**src/rtl/rll_seq_core.sv**
```systemverilog
// rtl/rll_seq_core.sv - serially keyed XOR/XNOR gate in front of an elastic STAGES-deep data pipeline
module rll_seq_core #(
    parameter int              DATA_W   = 32,
    parameter int              KEY_W    = 32,
    parameter int              STAGES   = 2,
    parameter logic [KEY_W-1:0] POLARITY = '0
) (
    input  logic              clk,
    input  logic              rst,
    input  logic              key_start,
    input  logic              key_shift,
    input  logic              key_sdi,
    output logic              key_armed,
    input  logic              in_valid,
    output logic              in_ready,
    input  logic [DATA_W-1:0] in_data,
    output logic              out_valid,
    input  logic              out_ready,
    output logic [DATA_W-1:0] out_data
);
    localparam int CW  = $clog2(KEY_W + 1);
    localparam int REP = DATA_W / KEY_W;
    localparam logic [CW-1:0] LAST_CNT = CW'(KEY_W - 1);

    if (DATA_W % KEY_W != 0) begin : g_bad_width
        $error("DATA_W must be an integer multiple of KEY_W");
    end
    if (STAGES < 1 || STAGES > 8) begin : g_bad_stages
        $error("STAGES must be in 1..8");
    end

    typedef enum logic [1:0] {IDLE, SHIFT, ARMED} state_t;

    state_t            state, state_nx;
    logic [KEY_W-1:0]  key_reg;
    logic [CW-1:0]     shift_cnt;
    logic              shift_acc;
    logic              last_shift;

    // A shift coinciding with key_start belongs to the aborted load and is dropped.
    assign shift_acc  = (state == SHIFT) && key_shift && !key_start;
    assign last_shift = shift_acc && (shift_cnt == LAST_CNT);

    always_comb begin
        state_nx = state;
        case (state)
            IDLE:    if (key_start) state_nx = SHIFT;
            SHIFT:   if (key_start) state_nx = SHIFT;
                     else if (last_shift) state_nx = ARMED;
            ARMED:   if (key_start) state_nx = SHIFT;
            default: state_nx = IDLE;
        endcase
    end

    always_ff @(posedge clk) begin
        if (rst) begin
            state     <= IDLE;
            key_reg   <= '0;
            shift_cnt <= '0;
        end else begin
            state <= state_nx;
            if (key_start) begin
                shift_cnt <= '0;
            end else if (shift_acc) begin
                key_reg   <= {key_sdi, key_reg[KEY_W-1:1]};
                shift_cnt <= shift_cnt + 1'b1;
            end
        end
    end

    assign key_armed = (state == ARMED);

    logic [STAGES-1:0] stg_valid;
    logic [STAGES-1:0] stg_adv;
    logic [DATA_W-1:0] stg_data [STAGES];
    logic              s0_free;
    logic              in_fire;
    logic [DATA_W-1:0] key_mask;

    assign key_mask = {REP{key_reg ^ POLARITY}};

    // Backpressure ripples from the output toward stage 0 within one cycle.
    always_comb begin
        logic rdy;
        rdy     = out_ready;
        stg_adv = '0;
        for (int k = STAGES - 1; k >= 0; k--) begin
            stg_adv[k] = stg_valid[k] && rdy;
            rdy        = !stg_valid[k] || rdy;
        end
        s0_free = rdy;
    end

    assign in_ready = key_armed && s0_free;
    assign in_fire  = in_valid && in_ready;

    always_ff @(posedge clk) begin
        if (rst) begin
            stg_valid <= '0;
            for (int k = 0; k < STAGES; k++) stg_data[k] <= '0;
        end else begin
            if (in_fire) begin
                stg_valid[0] <= 1'b1;
                stg_data[0]  <= in_data ^ key_mask;
            end else if (stg_adv[0]) begin
                stg_valid[0] <= 1'b0;
            end
            for (int k = 1; k < STAGES; k++) begin
                if (stg_adv[k-1]) begin
                    stg_valid[k] <= 1'b1;
                    stg_data[k]  <= stg_data[k-1];
                end else if (stg_adv[k]) begin
                    stg_valid[k] <= 1'b0;
                end
            end
        end
    end

    assign out_valid = stg_valid[STAGES-1];
    assign out_data  = stg_data[STAGES-1];
endmodule

```
**config.mk**
```make
export PLATFORM = sky130hd
export DESIGN_NAME = rll_seq_core
export DESIGN_NICKNAME = d
export VERILOG_FILES = /design/src/rtl/rll_seq_core.sv
export SDC_FILE = /design/constraint.sdc
export NUM_CORES = 1
export LEC_CHECK = 0
export ABC_AREA = 1
export BUFFER_PORTS_ARGS = -buffer_cell sky130_fd_sc_hd__buf_2
export CAP_MARGIN = 20
export CELL_PAD_IN_SITES_DETAIL_PLACEMENT = 1
export CELL_PAD_IN_SITES_GLOBAL_PLACEMENT = 2
export CORE_MARGIN = 2
export CORE_UTILIZATION = 32
export CTS_CLUSTER_DIAMETER = 50
export DETAILED_ROUTE_END_ITERATION = 8
export PLACE_DENSITY_LB_ADDON = 0.15
export SYNTH_ARGS = -nofsm -noshare
export SYNTH_HDL_FRONTEND = slang
export SYNTH_SLANG_ARGS = --single-unit
```
**constraint.sdc**
```tcl
create_clock -name clk -period 1.6 [get_ports clk]
set_input_delay 0.08 -clock clk [delete_from_list [all_inputs] [get_ports clk]]
set_output_delay 0.08 -clock clk [all_outputs]
set_load 0.03 [all_outputs]
```
[Word-level counts from Yosys, hierarchy flattened]
Memory sizes are Yosys's and may differ from the RTL's.
Cells that the tools add are included.
Word-level totals
  register bits after elaboration: 42
  latch bits: 0
  memory bits (writable): 64
  bits in read-only memories: 0
  bits of input ports: 39
  output and inout port bits: 35
  memories kept: 1
Memories
  stg_data: words 2, width 32, rd ports 2, clocked after memory_dff 0, wr ports 2, RTL line 75  | logic [DATA_W-1:0] stg_data [STAGES];
Cells by class
  $add $sub $neg: 1
  multiply operators: 0
  divide/modulo/power cells: 0
  order comparisons: 0
  equal/unequal tests: 5
  shift operators: 0
  multiplexer cells: 18
  bitwise logic cells: 4
  reductions and logical operators: 19
Operators by type and width (count)
  $mux W32: 2
  $xor A32 B32 Y32: 1
  $mux W1: 12
  $logic_and A1 B1 Y1: 7
  $add A6 B1 Y6 const B: 1
  $eq A6 B5 Y1 const B: 1
  $mux W2: 3
  $pmux W2 S2: 1
  $reduce_and A2 Y1: 2
  $reduce_bool A2 Y1: 2
  $reduce_or A2 Y1: 2
  $logic_not A1 Y1: 3
  $ne A3 B3 Y1 const B: 1
  $eq A2 B1 Y1 const B: 1
  $eq A2 B2 Y1 const B: 1
  $logic_not A2 Y1: 1
  $logic_or A1 B1 Y1: 2
  $ne A2 B1 Y1 const B: 1
  $or A1 B1 Y1: 2
  $not A1 Y1: 1

[Logic depth before layout (Yosys ltp)]
  depth after elaboration: 9
  depth in mapped cells: 9

[Worst setup path after synthesis]
No wires, ideal clock.
  path type: reg-to-reg
  start: reg state[1]
  end: mem stg_data[0][0] (enable)
  library setup time: 0.389 ns
  arrival time: 1.743 ns
  data required time: 1.211 ns
  slack: -0.532 ns
  cell stages (with the launch flop): 7
  buffers on the path: 0
  period minus slack after synthesis: 2.132 ns
  path through: dfxtp_1 inv_1 nor2_2 nand2_1 inv_2 nand2_2 nand2_1
RTL lines
  start: declaration: RTL line 34  | state_t state, state_nx;
  start signal: assignment: RTL line 61  | state <= state_nx;
  end: declaration: RTL line 75

==> qor.csv <==
stage,metric,value,unit
run_status,outcome,"complete, no violations",
sta,setup_total_negative_slack,0,ps
critical_path,cp_common_cell,nand2_2,
critical_path,cpLargestDelayFamily,simple AND/OR/NAND/NOR gates,
placed_design,placed_cell_area,4975,um2
layout,multiInputGateArea,1346,um2
synthesis,synthTopCellsByCount,"nor2_1, edfxtp_1, nor2_2",
sta,period_minus_slack,1449,ps
pwr,fraction_of_power_consumed_by_the_clock_network,0.401,
synthesis,synth.ff_latch_count,106,
critical_path,crit_arrival,1540,ps
synthesis,yosysTopAreaCell,edfxtp_1,
sta,worst_slew_pin_slew,645.3,ps
pwr,power.leakage,2.228,nW
critical_path,critical_path.endpoint_type,flip-flop,
cts,tritoncts_clock_tree,built,
synthesis,netlist.area_leader.share,0.4150,
detailed_routing,dr_vias,2867,
placed_design,dpl.cell_count,658,
pwr,vdd_ir_drop_max,0.0005341,V
synthesis,dominantRegCellSynth,edfxtp_1,
cts,clk_latency,350,ps
synthesis,synth_seq_area_share,0.5966,
critical_path,critPathMaxFanout,39,
detailed_routing,drc,0,
cts,cts.sinks,106,
die,core_area,13990,um2
sta,max_slew_margin,0.5692,
detailed_routing,viasPerCell,4.241,
layout,fillerInstances,1577,
sta,hold_violations,0,
critical_path,timing.critical_path.slowest_cell_delay,310,ps
flow_run,cap_violations,0,
global_route,gr_overflow_total,0,
synthesis,synthTopCellsByArea,"edfxtp_1, dfxtp_1, nor2_2",
die,die_area,15450,um2
critical_path,cp_cell_sequence,"inv_1, nor2_4, nand2_1, inv_2, nand2_2, nand2_2, nand2_4, buf_16, nor2_1",
critical_path,cp_data_required_time,1690,ps
detailed_routing,postRouteAntennaNets,0,
placed_design,port-buffer-count,73,
detailed_routing,first_iter_violations,129,
cts,cts_post_setup_buffers_inserted,0,
pwr,sequentialPowerShare,0.523,
global_route,grt_pass1_vias,3019,
die,top_level_ports,74,
die,rows,43,
synthesis,synth_cell_types,22,
sta,finalCritPeriodShare,0.9058,
detailed_routing,route.detailed.wl_per_inst,12.89,um
die,die_x,124.3,um
synthesis,post_synthesis_instance_area,4631,um2
sta,drv_slew,0,
sta,fin_worst_skew,5.815,ps
layout,seqCellArea,2764,um2
synthesis,cell_count_after_synthesis,446,
synthesis,synth.most_common_cell,nor2_1,
pwr,power.internal,4.535,mW
global_route,first_pass_grt_wire_length,15010,um
synthesis,synth_fp_nets,486,
die,initial_util,0.3310,
layout,layout.nets,531,
global_route,pin_count_of_the_biggest_net_entering_global_routing,40,
sta,setup_repair_after_global_routing_missed_its_margin,false,
detailed_routing,detail_route.first_pass.iterations,4,
die,dieHeight,124.3,um
pwr,power_density_over_the_cells,1101,nW/um2
pwr,net_switching_power,1.314,mW
layout,fin_cells,676,
sta,maxClockFrequency,690.0,MHz
global_route,grt_use_total,0.1226,
critical_path,critPathLaunchType,flip-flop,
placed_design,place.gp.congestion,0.6899,
detailed_routing,routed_wl,8711,um
layout,diodes,0,
cts,htree_num_levels,3,
critical_path,critical-path-slowest-cell,dfxtp_1,
cts,clock_transition_at_the_registers_of_the_reported_paths,70,ps
synthesis,synth-edff-count,64,
layout,postLayoutCellArea,5314,um2
placed_design,dp.final_hpwl,5910,um
critical_path,setup.worst_path.class,flip-flop to flip-flop,
layout,final_layout_size_suffix_gt1_frac,0.3306,
critical_path,path_buf_inv,3,
pwr,total_power,5.849,mW
cts,clockBufferDepth,2,
pwr,combinationalPowerShare,0.076,
synthesis,yosysWarnings,0,
layout,syn_to_final_growth,14.75,%
cts,cts_root_buffer,clkbuf_16,
pwr,switching_fraction,0.2246,
synthesis,fraction_of_registers_with_async_set_reset,0,
hold_path,hold_path.class,input port to flip-flop,
global_route,grt_antenna_before_repair,0,
sta,setup_viol,0,
synthesis,synthesized_area_per_cell,10.38,um2
cts,numCtsBuffers,9,
registers in the layout, summed over array words and instances, names as in the netlist:
name       count
key_mask      32
stg_valid      2
state          2
shift_cnt      6
stg_data      64
cell usage in the layout, fill, tap and decap left out, drive strengths merged:
cell,n
bufinv,2
o21ai,34
xor2,1
a21oi,5
nand3,5
xnor2,32
nand2,26
dfxtp,42
a31oi,1
inv,45
ha,1
clkbuf,11
edfxtp,64
dlygate4sd3,2
clkinv,2
nand4,2
buf,81
nor2,140
logic make-up after synthesis:
| group | share of synthesized area |
|---|---|
| simple gates | 0.1789 |
| flops | 0.5966 |
| buf+inv | 0.1159 |
| compound gates | 0.04350 |
| xor+xnor | 0.06242 |
| fa+ha+maj | 0.002702 |
what timing repair did:
item / CTS / global route
hold buffers: 2 / 0
endpoints found under the setup margin: 0 / 2
endpoints found under the hold margin: 2 / 0
resized for setup: 0 / 2
power by group through the flow:
stage,clock (mW),sequential (mW),combinational (mW)
2_1_floorplan,0,3.11,0.347
3_3_place_gp,0,3.12,0.443
3_5_place_dp,0,3.12,0.449
4_1_cts,2.43,3.06,0.454
5_1_grt,2.56,3.07,0.489
6_report,2.35,3.06,0.442
worst register-to-register path, stage by stage, from the launching register on:
cell and delay (ps):
dfxtp_1 310, inv_1 130, nor2_4 50, nand2_1 70, inv_2 40, nand2_2 90
nand2_2 70, nand2_4 100, buf_16 250, nor2_1 90
worst paths after layout:
check             depth (start not counted)  slack [ps]                       from                            end
hold reg to reg                           2         500  shift_cnt[0]$_SDFFE_PP0P_      shift_cnt[0]$_SDFFE_PP0P_
setup / recovery                          9         150      state[1]$_SDFFE_PP0P_  stg_data[0][63]$_SDFFCE_PN0P_
setup reg to reg                          9         150      state[1]$_SDFFE_PP0P_  stg_data[0][63]$_SDFFCE_PN0P_
hold / removal                            3           7                  key_start          state[0]$_SDFFE_PP0P_
layer usage:
metal / wire, um / up-vias / global-route usage
li1: - / 1464 / -
met1: 3861 / 1344 / 0.1485
met2: 4375 / 47 / 0.2096
met3: 296 / 12 / 0.02706
met4: 177 / 0 / 0.05354
met5: 0 / - / 0
area by class of cell:
class                      instances  share of cell area
clock buffer                      11             0.04380
inverter                          44             0.03108
tap                              180             0.04238
clock inverter                     5             0.01460
timing repair buffer              83             0.09465
multi-input combinational        247              0.2534
sequential                       106              0.5201
metrics by stage:
| stage | hold WS [ps] | utilization | setup WS [ps] |
|---|---|---|---|
| final | 7.386 | 0.3799 | 150.7 |
| after detailed placement | 274.1 | 0.3556 | 129.4 |
| after global routing | 21.22 | 0.3799 | 15.83 |
| after floorplan | 149.1 | - | 41.86 |
| after CTS | 2.877 | 0.3792 | 114.5 |
| after global placement | 272.1 | 0.3556 | 167.7 |
(Power assumes the default switching activity.)
